File: config.mk
export PLATFORM = sky130hd
export DESIGN_NAME = sprite_snapshot
export DESIGN_NICKNAME = d
export VERILOG_FILES = /design/src/rtl/sprite_snapshot.sv
export SDC_FILE = /design/constraint.sdc
export NUM_CORES = 1
export LEC_CHECK = 0
export CAP_MARGIN = 20
export CORE_UTILIZATION = 53
export DETAILED_ROUTE_END_ITERATION = 10
export GPL_ROUTABILITY_DRIVEN = 0
export PLACE_DENSITY = 0.79
export SLEW_MARGIN = 40
export SYNTH_ARGS = -nofsm -noshare
export SYNTH_HDL_FRONTEND = slang
export SYNTH_SLANG_ARGS = --single-unit
File: constraint.sdc
create_clock -name i_clk -period 3.55 [get_ports i_clk]
set_input_delay 1.065 -clock i_clk [delete_from_list [all_inputs] [get_ports i_clk]]
set_output_delay 1.065 -clock i_clk [all_outputs]
set_load 0.01 [all_outputs]
File: src/rtl/sprite_snapshot.sv
// sprite_snapshot
//
// Bus initiator that, on each rising edge of vblank, reads the Pac-Man, ghost
// and world-map position/rotation registers into a staging buffer. It then
// (optionally) writes 0 to the frame lock register and publishes the whole
// buffer to the shadow outputs in a single edge, so the renderer always sees
// one coherent frame.
//
// Parameters
//   LOCK_RELEASE : 1 = write 0 to LOCK_ADDR after the reads, 0 = skip the write
//   LOCK_ADDR    : register address of the frame lock register
//
// Ports
//   i_clk, i_reset        : clock, synchronous active-low reset
//   i_vblank              : vblank level; only a rising edge starts a snapshot
//   i_ovr_clr             : clears o_overrun (a simultaneous set wins)
//   o_bus_req, i_bus_gnt  : register port request / grant (grant may drop any cycle)
//   o_reg_addr            : register address
//   o_reg_wdata, o_reg_we : write data / write strobe (strobe only with grant)
//   i_reg_rdata           : combinational read data for o_reg_addr
//   o_pac_*, o_map_*      : 8-bit shadows of regs 0,1,2 and 6,7
//   o_ghost_*             : four packed 8-bit shadows, ghost g in [8*g +: 8]
//   o_snap_valid          : sticky, set at the first commit after reset
//   o_snap_busy           : high whenever the engine is not idle
//   o_snap_done           : one-cycle pulse while in COMMIT
//   o_overrun             : sticky, a vblank rise arrived while busy

module sprite_snapshot #(
  parameter bit         LOCK_RELEASE = 1'b1,
  parameter logic [5:0] LOCK_ADDR    = 6'd32
) (
  input  logic        i_clk,
  input  logic        i_reset,
  input  logic        i_vblank,
  input  logic        i_ovr_clr,
  output logic        o_bus_req,
  input  logic        i_bus_gnt,
  output logic [5:0]  o_reg_addr,
  output logic [15:0] o_reg_wdata,
  output logic        o_reg_we,
  input  logic [15:0] i_reg_rdata,
  output logic [7:0]  o_pac_x,
  output logic [7:0]  o_pac_y,
  output logic [7:0]  o_pac_rot,
  output logic [7:0]  o_map_x,
  output logic [7:0]  o_map_y,
  output logic [31:0] o_ghost_x,
  output logic [31:0] o_ghost_y,
  output logic [31:0] o_ghost_rot,
  output logic        o_snap_valid,
  output logic        o_snap_busy,
  output logic        o_snap_done,
  output logic        o_overrun
);

  localparam int unsigned NumReads = 17;
  localparam logic [4:0]  LastIdx  = 5'd16;

  typedef enum logic [2:0] {
    StIdle,
    StReq,
    StRead,
    StUnlock,
    StCommit
  } state_e;

  // Staging slot k holds the register read at table index k.
  function automatic logic [5:0] read_addr(input logic [4:0] idx);
    logic [5:0] a;
    case (idx)
      5'd0:    a = 6'd0;
      5'd1:    a = 6'd1;
      5'd2:    a = 6'd2;
      5'd3:    a = 6'd6;
      5'd4:    a = 6'd7;
      5'd5:    a = 6'd8;
      5'd6:    a = 6'd9;
      5'd7:    a = 6'd10;
      5'd8:    a = 6'd14;
      5'd9:    a = 6'd15;
      5'd10:   a = 6'd16;
      5'd11:   a = 6'd20;
      5'd12:   a = 6'd21;
      5'd13:   a = 6'd22;
      5'd14:   a = 6'd26;
      5'd15:   a = 6'd27;
      5'd16:   a = 6'd28;
      default: a = 6'd0;
    endcase
    return a;
  endfunction

  state_e      r_state;
  logic [4:0]  r_idx;
  logic        r_vblank_q;
  logic        r_bus_req;
  logic [5:0]  r_reg_addr;
  logic        r_snap_valid;
  logic        r_snap_done;
  logic        r_overrun;
  logic [7:0]  r_staging [NumReads];
  logic [7:0]  r_pac_x;
  logic [7:0]  r_pac_y;
  logic [7:0]  r_pac_rot;
  logic [7:0]  r_map_x;
  logic [7:0]  r_map_y;
  logic [31:0] r_ghost_x;
  logic [31:0] r_ghost_y;
  logic [31:0] r_ghost_rot;

  logic w_start;
  logic w_unused_rdata;

  assign w_start        = i_vblank & ~r_vblank_q;
  assign w_unused_rdata = ^i_reg_rdata[15:8];

  always_ff @(posedge i_clk) begin
    if (!i_reset) begin
      r_state      <= StIdle;
      r_idx        <= '0;
      r_vblank_q   <= 1'b0;
      r_bus_req    <= 1'b0;
      r_reg_addr   <= '0;
      r_snap_valid <= 1'b0;
      r_snap_done  <= 1'b0;
      r_overrun    <= 1'b0;
      r_pac_x      <= '0;
      r_pac_y      <= '0;
      r_pac_rot    <= '0;
      r_map_x      <= '0;
      r_map_y      <= '0;
      r_ghost_x    <= '0;
      r_ghost_y    <= '0;
      r_ghost_rot  <= '0;
      for (int i = 0; i < NumReads; i++) begin
        r_staging[i] <= '0;
      end
    end else begin
      r_vblank_q  <= i_vblank;
      r_snap_done <= 1'b0;

      // A vblank rise while busy is dropped but flagged; set beats clear.
      if (w_start && (r_state != StIdle)) begin
        r_overrun <= 1'b1;
      end else if (i_ovr_clr) begin
        r_overrun <= 1'b0;
      end

      // bus_req, reg_addr and snap_done are registered, so each transition
      // loads the value the next state presents.
      case (r_state)
        StIdle: begin
          if (w_start) begin
            r_state   <= StReq;
            r_bus_req <= 1'b1;
          end
        end
        StReq: begin
          if (i_bus_gnt) begin
            r_state    <= StRead;
            r_idx      <= '0;
            r_reg_addr <= read_addr(5'd0);
          end
        end
        StRead: begin
          // Without grant the address and index simply hold.
          if (i_bus_gnt) begin
            r_staging[r_idx] <= i_reg_rdata[7:0];
            if (r_idx == LastIdx) begin
              if (LOCK_RELEASE) begin
                r_state    <= StUnlock;
                r_reg_addr <= LOCK_ADDR;
              end else begin
                r_state     <= StCommit;
                r_bus_req   <= 1'b0;
                r_reg_addr  <= '0;
                r_snap_done <= 1'b1;
              end
            end else begin
              r_idx      <= r_idx + 5'd1;
              r_reg_addr <= read_addr(r_idx + 5'd1);
            end
          end
        end
        StUnlock: begin
          if (i_bus_gnt) begin
            r_state     <= StCommit;
            r_bus_req   <= 1'b0;
            r_reg_addr  <= '0;
            r_snap_done <= 1'b1;
          end
        end
        StCommit: begin
          // Every shadow updates on this one edge.
          r_state      <= StIdle;
          r_idx        <= '0;
          r_snap_valid <= 1'b1;
          r_pac_x      <= r_staging[0];
          r_pac_y      <= r_staging[1];
          r_pac_rot    <= r_staging[2];
          r_map_x      <= r_staging[3];
          r_map_y      <= r_staging[4];
          for (int g = 0; g < 4; g++) begin
            r_ghost_x[8*g +: 8]   <= r_staging[5 + 3*g];
            r_ghost_y[8*g +: 8]   <= r_staging[6 + 3*g];
            r_ghost_rot[8*g +: 8] <= r_staging[7 + 3*g];
          end
        end
        default: begin
          r_state   <= StIdle;
          r_bus_req <= 1'b0;
        end
      endcase
    end
  end

  // The write strobe must follow grant in the same cycle, so it stays
  // combinational on top of the registered state.
  assign o_reg_we     = (r_state == StUnlock) & i_bus_gnt;
  assign o_reg_wdata  = '0;
  assign o_bus_req    = r_bus_req;
  assign o_reg_addr   = r_reg_addr;
  assign o_snap_busy  = (r_state != StIdle);
  assign o_snap_done  = r_snap_done;
  assign o_snap_valid = r_snap_valid;
  assign o_overrun    = r_overrun;
  assign o_pac_x      = r_pac_x;
  assign o_pac_y      = r_pac_y;
  assign o_pac_rot    = r_pac_rot;
  assign o_map_x      = r_map_x;
  assign o_map_y      = r_map_y;
  assign o_ghost_x    = r_ghost_x;
  assign o_ghost_y    = r_ghost_y;
  assign o_ghost_rot  = r_ghost_rot;

endmodule

==> results of run 1 <==
-- final timing paths --
kind	from	end	cells after the start
hold / removal	o_reg_addr[5]$_SDFFE_PN0P_	o_reg_addr[5]$_SDFFE_PN0P_	1
setup / recovery	i_bus_gnt	o_reg_we	4
hold reg to reg	o_reg_addr[5]$_SDFFE_PN0P_	o_reg_addr[5]$_SDFFE_PN0P_	1
setup reg to reg	r_idx[0]$_SDFFE_PN0P_	o_reg_addr[2]$_SDFFE_PN0P_	8
-- cell usage after synthesis --
cell and count:
o22ai_1 1, buf_2 4, nor3b_1 1, nand4bb_1 1
a31oi_1 1, xor2_1 2, nand2b_1 7, nand3b_1 3
a32oi_1 1, nor2_1 17, nor2_2 14, a21o_1 1
buf_1 2, inv_1 4, or3_1 4, nor4b_4 1
or3b_2 2, o221a_2 1, a22o_1 4, o21a_1 3
o311ai_0 1, conb_1 1, ha_1 7, buf_4 18
nor2b_1 5, nand3_1 4, mux2_2 1, and2_1 133
o21ai_0 26, xnor2_1 1, and4bb_4 1, and3_1 11
dfxtp_1 155, a32o_1 2, a21oi_1 5, a21boi_0 142
edfxtp_1 136, clkbuf_1 58, nand4_1 1, nand2_1 288
nand4b_1 1, o211ai_1 1
-- worst register-to-register path, stage by stage (launching register included) --
cell and delay [ps]:
dfxtp_1 610, ha_1 330, inv_1 70, ha_1 460, nor2b_1 150, a21oi_1 170
a21boi_0 110, o311ai_0 420, a22o_1 200
-- report_power, final --
group,internal (mW),switching [mW]
clock network,2.03,1.27
registers,3.58,0.0317
logic,0.0800,0.140
total,5.68,1.44
-- metal layers --
layer	share of wire [%]	GRT usage, %	up-vias
met4	1.9	6.276	0
met5	0	0	-
li1	-	-	3857
met3	5.1	3.272	34
met2	50	40.91	237
met1	43	30.34	3856
-- cells by family after synthesis --
family                   share of synthesized area [%]
adder cells (fa/ha/maj)                         0.7660
flip-flops                                       62.86
other                                          0.03280
multiplexers                                   0.09848
XOR/XNOR                                        0.2299
AO/OA/AOI/OAI                                    11.85
buffers and inverters                            3.458
AND/OR/NAND/NOR                                  20.70
-- final cells by class --
class                           instances  share of cell area, %
Multi-Input combinational cell        710                  27.33
Clock buffer                           32                  5.212
Inverter                                4                 0.1048
Timing Repair Buffer                  188                  12.75
Tap cell                              275                  2.401
Clock inverter                         21                  2.043
Antenna cell                            1                0.01746
Sequential cell                       291                  50.14
-- state kept, by name (all words and copies together), names as in the netlist --
register	flops
o_pac_x	8
o_reg_addr	6
o_ghost_rot	32
o_snap_valid	1
r_idx	5
o_snap_done	1
o_map_y	8
o_ghost_y	32
r_staging	136
o_overrun	1
o_map_x	8
r_vblank_q	1
o_pac_rot	8
o_bus_req	1
o_pac_y	8
r_state	3
o_ghost_x	32
==> results by group, run 1 <==
Run status
  • Status: completed

Logic synthesis
  • Synthesized area per cell: about 11 um^2
  • Mapped Area: 11430 um^2
  • Flops & latches, synth: between 200 and 300
  • Largest area contributor in the netlist: edfxtp_1
  • Post-synthesis cell type count: 42
  • Post-synthesis sequential area ratio: 62.86%
  • Synth area leaders: edfxtp_1, dfxtp_1, nand2_1
  • Synth Instances: 1072
  • YS warnings: 0
  • Synth top area share: 35.72%

STA
  • Setup TNS: 0 ps
  • Worst-case hold slack: 460.6 ps
  • Final Hold Viols: 0
  • Final-report setup violation count: 0
  • Crit path time final: 3476 ps
  • Worst clock skew: roughly 12 ps
  • RSZ-0062 raised after global routing: no
  • Measured slew at the worst slew-check pin: 860.3 ps
  • Max-slew headroom: 42.47%
  • Slew Viols, Final: 0
  • Max Fclk: about 290 MHz
  • Final setup margin: about 74 ps
  • Tcrit/Tclk final: 97.91%

Floorplanning
  • Row count: 53
  • Core footprint: 21090 um^2
  • Starting Density: 54.22%
  • Die Ht: 148.9 um
  • I/O Pins: 185
  • DIE AREA: 22160 um^2
  • Die width: 148.9 um

Placed design
  • Placed Area: about 13000 um^2
  • Dpl ws: 99.66 ps
  • HPWL after DPL: 16.22 mm
  • Inst Count DP: 1468
  • I/O Buffers: 160

Global route
  • Vias in the first global route: 7592
  • Largest net degree at the start of global routing: 168
  • Initial antenna violation count: 0
  • First-pass GRT wire length: roughly 40 mm
  • GRT Overall Usage: about a quarter
  • Gr ovfl total: 0

Drt
  • Routed wire length: 26.04 mm
  • DR WL/cell: 17.11 um
  • DRC Markers: 0
  • Avg Vias per Cell: roughly 5.2
  • Post-route antenna net violation count: 0
  • DRT iter0 DRCs: 566
  • DR vias: 7984
  • DR pass1 iterations: 5

Layout
  • Most common cell after layout, fill and taps aside: nand2_1
  • Nets: 1252
  • Commonest cells after routing, fill and taps aside: nand2_1, clkdlybuf4s50_1, dfxtp_1, a21boi_0, edfxtp_1
  • Design area: 14330 um^2
  • Post-synthesis to final-layout area growth: 25.36%
  • Final core utilization: 67.97%
  • Layout cell share with drive strength beyond 1: 8.347%
  • Register Area: 7187 um^2
  • Multi-input gate area: about 3900 um^2
  • Fill cells: 1617
  • Fin cells: about 1500

Worst setup path
  • CP Data Required Time: 2480 ps
  • Critical Path Max Stage Delay: 570 ps
  • CP Cell Sequence: clkdlybuf4s50_1, nand2_1, nor3b_1, clkdlybuf4s50_1
  • Crit path max fanout: 2
  • CP Class: input pin to output port
  • CP Launch Type: input pin
  • Worst R2R Setup Slack: about 970 ps
  • Critical Path Sink Type: output port
  • Worst path buffer plus inverter count: 2
  • Slowest-stage cell, CP: clkdlybuf4s50_1
  • Worst EP arrival: 2410 ps
  • CP delay by family, top: buffers and inverters
  • Cell mode on critical path: clkdlybuf4s50_1

Clocking
  • Number of post-CTS setup repair buffers: 0
  • Post-cts gate resize count: 0
  • TritonCTS clock tree: done
  • Clk sink count: 291
  • Root buffer cell: clkbuf_16
  • Clk buf depth: 3
  • CTS Hold Bufs: 0
  • Worst-path clk slew: approximately 60 ps
  • H-tree lvl count: 1
  • Worst skew pair latency: 530 ps
  • Number of buffers created by CTS: 29

Run
  • Max Cap Viol: 0

Power and ir drop
  • Leak: 4.980 nW
  • Pwr dens: between 400 and 500 nW/um^2
  • Total chip power: about 7 mW
  • Peak VDD IR: 402.8 uV

Min path
  • Hold crit path type: register to register
(Power assumes the default switching activity.)
==> run 2, diff against run 1 <==
--- a/config.mk
+++ b/config.mk
@@ -8,7 +8,6 @@
 export CAP_MARGIN = 20
 export CORE_UTILIZATION = 53
 export DETAILED_ROUTE_END_ITERATION = 10
-export GPL_ROUTABILITY_DRIVEN = 0
 export PLACE_DENSITY = 0.79
 export SLEW_MARGIN = 40
 export SYNTH_ARGS = -nofsm -noshare
==> results of run 2 <==
No change in the layout: final DEF, timing and power equal those of run 1.
